### config.mk
export PLATFORM = sky130hd
export DESIGN_NAME = fetch_stage
export DESIGN_NICKNAME = d
export VERILOG_FILES = /design/src/rtl/fetch_stage.sv
export SDC_FILE = /design/constraint.sdc
export NUM_CORES = 1
export LEC_CHECK = 0
export ABC_AREA = 0
export CAP_MARGIN = 20
export CORE_MARGIN = 1
export CORE_UTILIZATION = 45
export DETAILED_ROUTE_END_ITERATION = 7
export PLACE_DENSITY_LB_ADDON = 0.05
export SLEW_MARGIN = 30
export SYNTH_ARGS = -nofsm -noshare
export SYNTH_HDL_FRONTEND = slang
export SYNTH_SLANG_ARGS = --single-unit
export TNS_END_PERCENT = 100
### constraint.sdc
create_clock -name clk -period 2.2 [get_ports clk]
set_input_delay 0.22 -clock clk [delete_from_list [all_inputs] [get_ports clk]]
set_output_delay 0.22 -clock clk [all_outputs]
set_load 0.01 [all_outputs]
### src/rtl/fetch_stage.sv
// Instruction fetch stage: PC register, redirect FSM and IF/ID pipeline register.
// Stale memory responses in the cycle after a redirect are dropped.
module fetch_stage #(
    parameter logic [15:0] RESET_PC = 16'h0000,
    parameter logic [15:0] NOP_INST = 16'h0000
) (
    input  logic        clk,
    input  logic        reset,
    input  logic        stallF,
    input  logic        stallD,
    input  logic        flushD,
    input  logic        InstBranch,
    input  logic [15:0] branch_target,
    input  logic        imem_valid,
    input  logic [15:0] imem_data,
    output logic        imem_req,
    output logic [15:0] imem_addr,
    output logic [15:0] instD,
    output logic [15:0] pcD,
    output logic        validD,
    output logic [15:0] stall_cnt,
    output logic [15:0] bubble_cnt
);

    typedef enum logic [0:0] {FETCH, REDIRECT} state_t;

    state_t      state, state_next;
    logic [15:0] pc_f, pc_next;
    logic        load_ifid, bubble_ifid;

    assign imem_addr = pc_f;
    assign imem_req  = ~reset;

    always_comb begin
        state_next  = FETCH;
        pc_next     = pc_f;
        load_ifid   = 1'b0;
        bubble_ifid = 1'b0;

        if (InstBranch) begin
            state_next = REDIRECT;
            pc_next    = branch_target;
        end else if (!stallF && state == FETCH && imem_valid) begin
            pc_next = pc_f + 16'd1;
        end

        // Flush beats stall; a held IF/ID neither loads nor bubbles.
        if (flushD) begin
            bubble_ifid = 1'b1;
        end else if (!stallD) begin
            if (state == FETCH && imem_valid && !InstBranch) begin
                load_ifid = 1'b1;
            end else begin
                bubble_ifid = 1'b1;
            end
        end
    end

    always_ff @(posedge clk) begin
        if (reset) begin
            state      <= FETCH;
            pc_f       <= RESET_PC;
            instD      <= NOP_INST;
            pcD        <= 16'h0000;
            validD     <= 1'b0;
            stall_cnt  <= 16'h0000;
            bubble_cnt <= 16'h0000;
        end else begin
            state <= state_next;
            pc_f  <= pc_next;
            if (load_ifid) begin
                instD  <= imem_data;
                pcD    <= pc_f;
                validD <= 1'b1;
            end else if (bubble_ifid) begin
                instD  <= NOP_INST;
                validD <= 1'b0;
            end
            if (stallF && stall_cnt != 16'hFFFF) begin
                stall_cnt <= stall_cnt + 16'd1;
            end
            if (bubble_ifid && bubble_cnt != 16'hFFFF) begin
                bubble_cnt <= bubble_cnt + 16'd1;
            end
        end
    end

endmodule

==> impl_metrics.yaml, run 1 <==
routing:
  top_layer: "met4"
  vias: 3440
  routedLengthMet1_um: 4030
  drtAntennaViolNets: 0
  firstDrtPassIters: 5
  avgRoutedWirePerCell_um: 14.1
  drt_wl_total_um: 8990
  drt_iter0_markers: 190
  wl_met3_um: 594
  wl_met2_um: 4180
  drc: 0
  drt-vias-per-instance: 5.38
cells_and_area:
  finish.utilization: 0.688
  multiInputGateArea_sq_um: 1780
  drive_gt1_frac: 0.0628
  layout_common_cells: "119 x clkdlybuf4s50_1, 82 x dfxtp_1, 60 x nand2_1"
  seqCellArea_sq_um: 1640
  antenna_cells: 0
  final_nets: 578
  finalInstanceArea_sq_um: 5090
  final_common_cell: "clkdlybuf4s50_1"
  nFillCells: 611
  finalNonFillerCells: 640
  syn_to_final_growth_pct: 44.3
floorplanning:
  die_area_sq_um: 8200
  start_util: 0.477
  die_height_um: 90.6
  num_io_pins: 121
  rows: 31
  die_w_um: 90.6
  core_sq_um: 7410
power_and_ir_drop:
  clock_power_share: 0.407
  p_leak_nw: 1.81
  power.internal_mw: 2.44
  total_power_mw: 3.17
  p_seq_frac: 0.495
  combPwrFrac: 0.098
  power.switching_mw: 0.725
  p_sw_frac: 0.229
  ir_drop_uv: 315
  power.density_nw_per_um2: 622
placed_design:
  place_congestion: 0.837
  portBuffers: 120
  pre_cts_ws_ps: 205
  placed_area_sq_um: 4860
  dp_hpwl_um: 6360
  placed_cells: 624
timing:
  drv_slew: 0
  setup_slack_ps: 294
  tightest_slew_ps: 542
  clock_skew_ps: 6.15
  period_share: 0.866
  holdWs_ps: 355
  fmax_ghz: 0.525
  finalSetupTns_ps: 0
  hold_viol: 0
  maxSlewHeadroom: 0.636
  rsz0062_at_grt: "false"
  min_period_ps: 1910
  finalSetupViolations: 0
grt:
  antenna_found_initial: 0
  grt_pass1_wl_um: 15200
  grt_overflow: 0
  grt_max_degree: 44
  grt_use_total: 0.228
  grt_pass1_vias: 3159
clocking:
  cts.sinks: 82
  cts_resized: 0
  cts-root-buf: "clkbuf_8"
  clk_path_buf_depth: 2
  cts_tree: "yes"
  ctsHoldBuffers: 0
  clock_latency_ps: 350
  clkTransAtPathRegs_ps: 80
  cts_buffers: 9
  cts_setup_buffers: 0
  htreeDepth: 3
logic_synthesis:
  ys_ff_latch: 82
  syn_area_per_cell_sq_um: 8.53
  seq_area_frac_synth: 0.465
  synth_top_area_frac: 0.465
  syn-num-nets: 456
  synth_cells: 414
  yosysWarnings: 0
  ys_top_cells_by_area: "dfxtp_1 46%, nand2_1 6.4%, xor2_1 5.7%"
  yosys.area.top_type: "dfxtp_1"
  synth.distinct_cells: 41
  syn-cell-area_sq_um: 3530
worst_setup_path:
  r2r_start: "bubble_cnt[0]"
  crit_start: "bubble_cnt[0]"
  crit_arrival_ps: 2140
  worst-endpoint-required_ps: 2430
  cp-start-kind: "flop"
  critPathMaxFanout: 11
  critPathCaptureType: "flop"
  worstSetupPathType: "reg -> reg"
hold_path:
  hp-start: "reset"
  min-delay-path-class: "in -> reg"
job:
  maxCapViolCount: 0
outcome:
  outcome: "complete, no violations"
## kinds of logic (layout without fill, tap and decap cells)
family,after synthesis,in the layout,share of synthesized area
and+or+nand+nor,200,200,0.281
AOI/OAI and AO/OA,66,66,0.120
muxes,3,3,0.00850
buffers and inverters,27,154,0.0330
DFF,82,82,0.465
adders and majority gates,3,3,0.0106
xor gates and xnor gates,33,33,0.0819
## layout make-up
cell class              count  share of cell area
multi-input cells         305               0.349
flip-flops and latches     82               0.322
repair buffers            131               0.253
clock buffers              10              0.0250
well taps                  99              0.0243
clock inverters             6              0.0206
inverters                   7             0.00516
## power groups by stage
| stage | clock network, mW | registers, mW | logic (mW) |
|---|---|---|---|
| 3_3_place_gp | 0 | 1.60 | 0.307 |
| 5_1_grt | 1.38 | 1.57 | 0.338 |
| 2_1_floorplan | 0 | 1.61 | 0.117 |
| 3_5_place_dp | 0 | 1.60 | 0.310 |
| 6_report | 1.29 | 1.57 | 0.310 |
| 4_1_cts | 1.31 | 1.57 | 0.312 |
## cell usage after synthesis
cell type   n
and2_4      1
or4_1       2
a22oi_1    16
nor4_1      3
and3_1      8
nand3_1    20
buf_6       1
xor2_1     23
nor3b_2     1
buf_1       1
inv_1       6
nor3_1     11
a21oi_1    26
nand3b_1    1
o21ai_0     7
xnor2_1    10
nor3b_1     1
ha_1        3
buf_2       6
mux2i_1     3
clkinv_1    1
clkbuf_1   12
a211oi_1    3
o211a_1     4
dfxtp_1    82
and4_1      4
or4_4       2
a311oi_1    2
o211ai_1    4
o31ai_1     3
or3_1       4
nand4_1    20
and2_1      2
nor2_1     53
nor4_4      1
nor2b_1     2
nor4b_2     1
nand4b_1    2
nand2b_1    1
nand2_1    60
a31oi_1     1
## state kept, by name, indices dropped and copies added (netlist names)
register and flops:
validD 1, bubble_cnt 16, pcD 16, stall_cnt 16
state 1, instD 16, imem_addr 16
## final timing paths
kind | cells after the start | slack (ps) | end
max | 6 | 290 | bubble_cnt[1]
min | 3 | 360 | imem_addr[9]
max reg2reg | 6 | 290 | bubble_cnt[1]
min reg2reg | 2 | 450 | pcD[15]
## metal layers
| metal | up-vias | global-route usage |
|---|---|---|
| li1 | 1701 | - |
| met3 | 12 | 0.0513 |
| met1 | 1611 | 0.297 |
| met2 | 116 | 0.359 |
| met5 | - | 0 |
| met4 | 0 | 0.106 |
## worst max-delay path: stages, from the launching register on
cell	delay, ps
dfxtp_1	400
ha_1	210
nand4_1	180
or4_4	600
and2_4	210
mux2i_1	130
nor2_1	50
No activity file was read; power rests on OpenSTA's default activity.
==> run 2, diff against run 1 <==
--- a/config.mk
+++ b/config.mk
@@ -10,6 +10,7 @@
 export CORE_MARGIN = 1
 export CORE_UTILIZATION = 45
 export DETAILED_ROUTE_END_ITERATION = 7
+export HOLD_SLACK_MARGIN = 0.08
 export PLACE_DENSITY_LB_ADDON = 0.05
 export SLEW_MARGIN = 30
 export SYNTH_ARGS = -nofsm -noshare
==> constraint.sdc (replaced) <==
create_clock -name clk -period 1.9 [get_ports clk]
set_input_delay 0.19 -clock clk [delete_from_list [all_inputs] [get_ports clk]]
set_output_delay 0.19 -clock clk [all_outputs]
set_load 0.01 [all_outputs]
==> run 2 against run 1 <==
  * Cell area increased by 4.2%
  * Setup slack worse by 140 ps
  * Critical path depth is the same
  * Routed wire length up 3.4%
  * Sequential share of layout area fell by 1.3 points
  * Non-clock buffer count increased by 22
  * Register-to-register slack worse by 140 ps
  * Cell count is 3.4% higher
  * Via count rose by 2.0%
  * Core utilization rose by 2.9 points
  * Critical path type unchanged
  * Die area unchanged
==> impl_metrics.yaml, run 2 (synthesized netlist as in run 1, its figures left out) <==
outcome:
  outcome: "complete, no violations"
clocking:
  htreeDepth: 3
  cts_setup_buffers: 0
  cts.sinks: 82
  clkTransAtPathRegs_ps: 80
  clk_path_buf_depth: 2
  cts_buffers: 9
  clock_latency_ps: 350
  cts_tree: "yes"
  cts-root-buf: "clkbuf_8"
worst_setup_path:
  crit_family: "simple AND/OR/NAND/NOR gates"
  critPathCaptureType: "flop"
  worstPathCellList: "ha_1 > nand4_1 > or4_4 > and2_4 > xnor2_1 > nor2_1"
  cp-start-kind: "flop"
  max_stage_delay_ps: 530
  cpMaxStageDelayCell: "or4_4"
  worst-endpoint-required_ps: 2130
  r2r_setup_slack_ps: 150
  crit_arrival_ps: 1980
  crit_buf_inv: 0
  worstSetupPathType: "reg -> reg"
  critPathMaxFanout: 11
timing:
  finalSetupViolations: 0
  rsz0062_at_grt: "false"
  maxSlewHeadroom: 0.655
  fmax_ghz: 0.572
  clock_skew_ps: 6.49
  setup_slack_ps: 151
  tightest_slew_ps: 517
  period_share: 0.921
  drv_slew: 0
  min_period_ps: 1750
  hold_viol: 0
power_and_ir_drop:
  power.switching_mw: 0.869
  p_sw_frac: 0.225
  power.internal_mw: 2.99
  p_seq_frac: 0.468
  total_power_mw: 3.86
  combPwrFrac: 0.104
  clock_power_share: 0.429
  p_leak_nw: 1.94
  ir_drop_uv: 431
  power.density_nw_per_um2: 726
cells_and_area:
  syn_to_final_growth_pct: 50.4
  final_common_cell: "clkdlybuf4s50_1"
  antenna_cells: 0
  finalNonFillerCells: 662
  nFillCells: 590
  drive_gt1_frac: 0.103
  layout_common_cells: "119 x clkdlybuf4s50_1, 82 x dfxtp_1, 60 x nand2_1"
  final_nets: 600
routing:
  avgRoutedWirePerCell_um: 14.0
  drt_iter0_markers: 117
  drc: 0
  firstDrtPassIters: 4
  drtAntennaViolNets: 0
  drt-vias-per-instance: 5.30
  vias: 3510
  drt_wl_total_um: 9300
floorplanning:
  die_height_um: 90.6
  die_w_um: 90.6
  start_util: 0.477
  num_io_pins: 121
  die_area_sq_um: 8200
  core_sq_um: 7410
  rows: 31
grt:
  grt_pass1_wl_um: 15200
  grt_max_degree: 76
  grt_pass1_vias: 3214
  grt_use_total: 0.228
  grt_overflow: 0
  antenna_found_initial: 0
placed_design:
  portBuffers: 120
  pre_cts_ws_ps: -34.9
  place_congestion: 0.831
  dp_hpwl_um: 6610
  placed_cells: 646
job:
  maxCapViolCount: 0
hold_path:
  min-delay-path-class: "in -> reg"
-- run 2: area by class of cell --
type	instances	area, sq um	share of cell area
clock buffer	9	124	0.0233
sequential	82	1640	0.309
clock inverter	7	141	0.0266
multi-input combinational	305	1780	0.336
timing repair buffer	153	1470	0.277
inverter	7	26.3	0.00495
tap	99	124	0.0233
-- run 2: worst register-to-register path: stages (launching register included) --
cell and delay [ps]:
dfxtp_1 340, ha_1 200, nand4_1 150, or4_4 530, and2_4 210, xnor2_1 140, nor2_1 50
-- run 2: routing by layer --
| layer | vias up | track usage | routed length, um |
|---|---|---|---|
| met5 | - | 0 | 0 |
| met4 | 0 | 0.0941 | 144 |
| met3 | 11 | 0.0581 | 657 |
| met2 | 114 | 0.376 | 4470 |
| met1 | 1638 | 0.283 | 4030 |
| li1 | 1747 | - | - |
-- run 2: power by group through the flow --
stage	registers [mW]	logic (mW)	clock network [mW]
after floorplan	1.86	0.136	0
after global placement	1.84	0.393	0
after detailed placement	1.84	0.399	0
after CTS	1.80	0.402	1.69
after global routing	1.81	0.429	1.76
final	1.80	0.400	1.65
-- run 2: worst paths after layout --
kind                 start             end  cells after the start
max          bubble_cnt[0]   bubble_cnt[0]                      6
min                  reset  bubble_cnt[15]                      3
max reg2reg  bubble_cnt[0]   bubble_cnt[0]                      6
min reg2reg        pcD[13]         pcD[13]                      2
-- run 2: what timing repair did --
item | CTS | global route
setup endpoints to repair | 0 | 3
resized for setup | 0 | 1
hold buffers | 0 | 0
-- run 2: stage by stage --
| step | instance area [sq um] | TNS (ps) | hold WS [ps] | utilization |
|---|---|---|---|---|
| 2_1_floorplan | 3530 | 0 | 279 | - |
| 3_3_place_gp | 5040 | 0 | 443 | 0.680 |
| 3_5_place_dp | 5040 | -73.0 | 446 | 0.680 |
| 4_1_cts | 5310 | 0 | 171 | 0.716 |
| 5_1_grt | 5310 | 0 | 172 | 0.717 |
| 6_report | 5310 | 0 | 186 | 0.717 |
==> RTL edit 1 (settings of run 1) <==
Register the output `bubble_cnt` once more, cleared by the reset; this adds one clock of latency there. The other outputs are not delayed to match.
--- a/src/rtl/fetch_stage.sv
+++ b/src/rtl/fetch_stage.sv
@@ -25,2 +25,4 @@
     typedef enum logic [0:0] {FETCH, REDIRECT} state_t;
+
+    logic [15:0] bubble_cnt_s0;
 
@@ -66,3 +68,3 @@
             stall_cnt  <= 16'h0000;
-            bubble_cnt <= 16'h0000;
+            bubble_cnt_s0 <= 16'h0000;
         end else begin
@@ -81,5 +83,13 @@
             end
-            if (bubble_ifid && bubble_cnt != 16'hFFFF) begin
-                bubble_cnt <= bubble_cnt + 16'd1;
+            if (bubble_ifid && bubble_cnt_s0 != 16'hFFFF) begin
+                bubble_cnt_s0 <= bubble_cnt_s0 + 16'd1;
             end
+        end
+    end
+
+    always_ff @(posedge clk) begin
+        if (reset) begin
+            bubble_cnt <= '0;
+        end else begin
+            bubble_cnt <= bubble_cnt_s0;
         end
Behaviour: not the same (Yosys sat finds a counterexample within 4 cycles, from zero or initial values and one cycle with reset high).
==> RTL edit 1 against run 1 <==
The flow now finishes with violations (DRC); synthesized area rose by 18%; sequential cell count rose by 16; final area rose by 12%; power rose by 2.4%; core utilization fell by 4.2 points; setup slack improved by 0.036 ns; wire length rose by 19%.
==> RTL edit 1: results (changes against run 1) <==
vias per std cell: 5.52 (was 5.38)
failing checks: DRC
post-route clock skew: 0.0127 ns (was 0.00615 ns)
Fillers: 783 (was 611)
pre-CTS setup slack: 0.00320 ns (was 0.205 ns)
Yosys cell types: 52 (was 41)
DR pass1 iterations: 6 (was 5)
Worst path slowest cell: nor4_1 (was or4_4)
drc violations: 6 (was 0)
clk root buf: clkbuf_8 (unchanged)
vias in the first global route: 3849 (was 3159)
GP Congestion: 0.858 (was 0.837)
Net Count, Synth: 511 (was 456)
Total Routing Usage GR: 22.9% (was 22.8%)
mean routed wirelength per cell: 15.1 um (was 14.1 um)
crit-path max cell delay: 0.53 ns (was 0.60 ns)
layout cells sized above 1: 6.54% (was 6.28%)
Clock Path Buffers: 2 (unchanged)
Max FO, Critical Path: 7 (was 11)
1st-iter DRT viols: 125 (was 190)
layout net count: 634 (was 578)
top post-synthesis cells by count: dfxtp_1, nor2_1, nand2_1 (was dfxtp_1, nand2_1, nor2_1)
largest net degree at the start of global routing: 81 (was 44)
first-pass GRT wire length: 17.8 mm (was 15.2 mm)
Hold Path Sink: stall_cnt[10]$_SDFFE_PP0P_ (was imem_addr[9]$_SDFFE_PP0P_)
Worst Hold Depth: 2 (was 3)
later-pin clock latency in the skew report: 0.37 ns (was 0.35 ns)
Seq/Total Area, Yosys: 47.2% (was 46.5%)
hpwl dp: 7.53 mm (was 6.36 mm)
status: finished, violations left (was complete, no violations)
Least-Margin Pin Slew: 0.588 ns (was 0.542 ns)
reg2reg start: imem_addr[3]$_SDFFE_PP0P_ (was bubble_cnt[0]$_SDFFE_PP0P_)
cells on worst reg2reg path: 4 (was 6)
worst setup margin: 0.331 ns (was 0.294 ns)
LEAKAGE: 0.00196 uW (was 0.00181 uW)
Peak VDD IR: 0.000291 V (was 0.000315 V)
largest cells by area after synthesis: dfxtp_1, mux2_1, nor2_1, nand2_1, a21oi_1 (was dfxtp_1, nand2_1, xor2_1, nor2_1, a21oi_1)
Clock Pin Slew Worst Setup and Hold Paths: 0.10 ns (was 0.08 ns)
r2r endpoint: imem_addr[15]$_SDFFE_PP0P_ (was bubble_cnt[1]$_SDFFE_PP0P_)
[RTL edit 1: changes by cell type after synthesis, moves of 6 or more]
cell / delta
mux2_1: +18
xor2_1: -20
nor2b_1: +21
a211oi_1: +13
nor4_1: +7
nand4_1: -6
nand2_1: -13
a21oi_1: +7
dfxtp_1: +16
[RTL edit 1: layout make-up]
cell class	instances	area (um2)	area share, %
Sequential cell	98	1960	34.3
Clock buffer	10	128	2.23
Inverter	9	33.8	0.591
Tap cell	108	135	2.36
Clock inverter	5	41.3	0.722
Timing Repair Buffer	136	1340	23.5
Multi-Input combinational cell	338	2070	36.3
[RTL edit 1: worst max path at each step]
stage / from / to / cells after the start
floorplan: imem_addr[3]$_SDFFE_PP0P_ / imem_addr[15]$_SDFFE_PP0P_ / 4
global route: imem_addr[3]$_SDFFE_PP0P_ / imem_addr[12]$_SDFFE_PP0P_ / 5
global placement: stallF / imem_addr[15]$_SDFFE_PP0P_ / 5
finish: imem_addr[3]$_SDFFE_PP0P_ / imem_addr[15]$_SDFFE_PP0P_ / 4
CTS: imem_addr[3]$_SDFFE_PP0P_ / imem_addr[15]$_SDFFE_PP0P_ / 4
detailed placement: flushD / bubble_cnt_s0[9]$_SDFFE_PP0P_ / 5
[RTL edit 1: cells by family after synthesis]
family                     count (synthesis)  synth area share [%]
AOI/OAI and AO/OA                         92                  14.5
xor gates and xnor gates                   9                  1.90
muxes                                     20                  5.36
DFF                                       98                  47.2
adders and majority gates                  3                 0.903
and+or+nand+nor                          214                  27.0
buffers and inverters                     33                  3.07
[RTL edit 1: metrics by stage]
step           std cells  total power [uW]  instance area, um2  hold WS, ns  util (%)
6_report             704              3240                5720        0.251      64.6
3_3_place_gp         689              2230                5540        0.442      62.7
3_5_place_dp         689              2240                5550        0.448      62.7
2_1_floorplan        469              2040                4160        0.299         -
5_1_grt              704              3380                5720        0.260      64.6
4_1_cts              704              3280                5720        0.244      64.6
[RTL edit 1: worst reg2reg max path, stage by stage (launching register included)]
cell and delay [ns]:
dfxtp_1 0.50, nand4_1 0.19, nor4_1 0.53, mux2_1 0.38, a211oi_1 0.19
[RTL edit 1: routing by layer]
layer	global-route usage [%]	share of wire, %
met1	28.5	45
met2	37.2	46
met3	6.87	6.6
met4	8.74	1.9
met5	0	0
[RTL edit 1: where the power goes]
group,switching (uW),leakage [uW],internal (uW)
clock network,635,0.0000790,413
registers,48.6,0.000795,1810
logic,152,0.00109,182
==> RTL edit 2 (flow settings as in run 1) <==
Without the edit above. Add an input register stage for `branch_target`, with the module's reset; this delays it by one clock. The other inputs are not delayed to match.
--- a/src/rtl/fetch_stage.sv
+++ b/src/rtl/fetch_stage.sv
@@ -26,2 +26,12 @@
 
+    logic [15:0] branch_target_q;
+
+    always_ff @(posedge clk) begin
+        if (reset) begin
+            branch_target_q <= '0;
+        end else begin
+            branch_target_q <= branch_target;
+        end
+    end
+
     state_t      state, state_next;
@@ -41,3 +51,3 @@
             state_next = REDIRECT;
-            pc_next    = branch_target;
+            pc_next    = branch_target_q;
         end else if (!stallF && state == FETCH && imem_valid) begin
Formal check against the unedited RTL: not equivalent (Yosys sat finds a counterexample within 4 cycles, from zero or initial values and one cycle with reset high).
==> RTL edit 2 against run 1 <==
Final cell count is 11% higher; power increased by 8.4%; setup slack lost 0.0050 ns; sequential cell count rose by 16; synthesized area increased by 19%; wire length grew 17%; critical path depth fell by 1; final area up 13%.
==> RTL edit 2: results (changes against run 1) <==
status: complete, no violations (unchanged)
Seq/Total Area, Yosys: 46.7% (was 46.5%)
hpwl dp: 7.39 mm (was 6.36 mm)
Yosys cell types: 54 (was 41)
largest net degree at the start of global routing: 38 (was 44)
first-pass GRT wire length: 17.5 mm (was 15.2 mm)
met3 Use GR: 6.24% (was 5.13%)
Peak VDD IR: 0.000361 V (was 0.000315 V)
Post-Synthesis Cells: 476 (was 414)
crit path DAT: 2.16 ns (was 2.14 ns)
Area after DPL: 0.00557 mm2 (was 0.00486 mm2)
DP Cell Count: 694 (was 624)
Yosys reg bits: 98 (was 82)
Ant. Diodes: 0 (unchanged)
post_cts resized: 0 (unchanged)
global-route met1 utilization: 28.9% (was 29.7%)
cells on worst reg2reg path: 5 (was 6)
vias in the first global route: 3685 (was 3159)
total number of vias: 3943 (was 3440)
Total Routing Usage GR: 22.1% (was 22.8%)
Worst Hold Depth: 2 (was 3)
post-route clock skew: 0.00901 ns (was 0.00615 ns)
final wirelength: 10.5 mm (was 8.99 mm)
LEAKAGE: 0.00196 uW (was 0.00181 uW)
pre-CTS setup slack: 0.0510 ns (was 0.205 ns)
ys async rst share: 0% (unchanged)
1st-iter DRT viols: 121 (was 190)
Net Count, Synth: 518 (was 456)
DR pass1 iterations: 4 (was 5)
relative slew slack: 63.4% (was 63.6%)
top post-synthesis cells by count: dfxtp_1, nand2_1, nor2_1 (unchanged)
clk root buf: clkbuf_8 (unchanged)
sw frac: 24.8% (was 22.9%)
Max FO, Critical Path: 5 (was 11)
layout cells sized above 1: 8.31% (was 6.28%)
Fillers: 787 (was 611)
Layout Cells excl Fill: 710 (was 640)
GP Congestion: 0.782 (was 0.837)
Top FF cell, synth: dfxtp_1 (unchanged)
later-pin clock latency in the skew report: 0.36 ns
layout net count: 639 (was 578)
TNS Setup: 0 ns (unchanged)
largest cells by area after synthesis: dfxtp_1, nand2_1, nor2_1, nor2b_1, a21oi_1 (was dfxtp_1, nand2_1, xor2_1, nor2_1, a21oi_1)
met2 track demand over resource: 35.6% (was 35.9%)
Clock Pin Slew Worst Setup and Hold Paths: 0.10 ns (was 0.08 ns)
Post-CTS Setup Repair Bufs: 0 (unchanged)
## RTL edit 2: final cells by class
type | count | area, um2 | area share (%)
clock buffers | 10 | 138 | 2.38
clock inverters | 6 | 71.3 | 1.24
inverters | 9 | 33.8 | 0.585
multi-input cells | 343 | 2100 | 36.4
flip-flops and latches | 98 | 1960 | 34.0
well taps | 108 | 135 | 2.34
repair buffers | 136 | 1330 | 23.1
## RTL edit 2: path summary, 6_finish.rpt
| path | startpoint | end | slack [ns] |
|---|---|---|---|
| worst max-delay path | bubble_cnt[0]$_SDFFE_PP0P_ | bubble_cnt[9]$_SDFFE_PP0P_ | 0.29 |
| worst min-delay path | reset | instD[13]$_SDFFE_PP0P_ | 0.26 |
| worst max register to register | bubble_cnt[0]$_SDFFE_PP0P_ | bubble_cnt[9]$_SDFFE_PP0P_ | 0.29 |
| worst min register to register | branch_target_q[2]$_SDFF_PP0_ | imem_addr[2]$_SDFFE_PP0P_ | 0.45 |
## RTL edit 2: power groups by stage
stage	Sequential (uW)	Clock, uW	Combinational, uW
final	1880	1210	343
after global routing	1890	1330	373
after CTS	1880	1250	347
after detailed placement	1920	0	345
after global placement	1920	0	338
after floorplan	1920	0	145
## RTL edit 2: logic make-up (layout without fill, tap and decap cells)
family	after synthesis	after routing	share of synthesized area [%]
flops	98	98	46.7
buf+inv	35	161	3.48
mux	14	14	3.69
simple gates	218	218	27.5
compound gates	97	97	15.5
xor+xnor	11	11	2.29
fa+ha+maj	3	3	0.893
## RTL edit 2: metal layers
metal	part of all wire [%]	wire [um]
met4	1.3	133
met5	0	0
met1	47	4960
met3	5.7	599
met2	46	4790
## RTL edit 2: critical path, stage by stage (launching register included)
cell,delay [ns]
dfxtp_1,0.40
ha_1,0.27
nand3_1,0.20
nor4_1,0.52
nor4_1,0.12
mux2_2,0.30
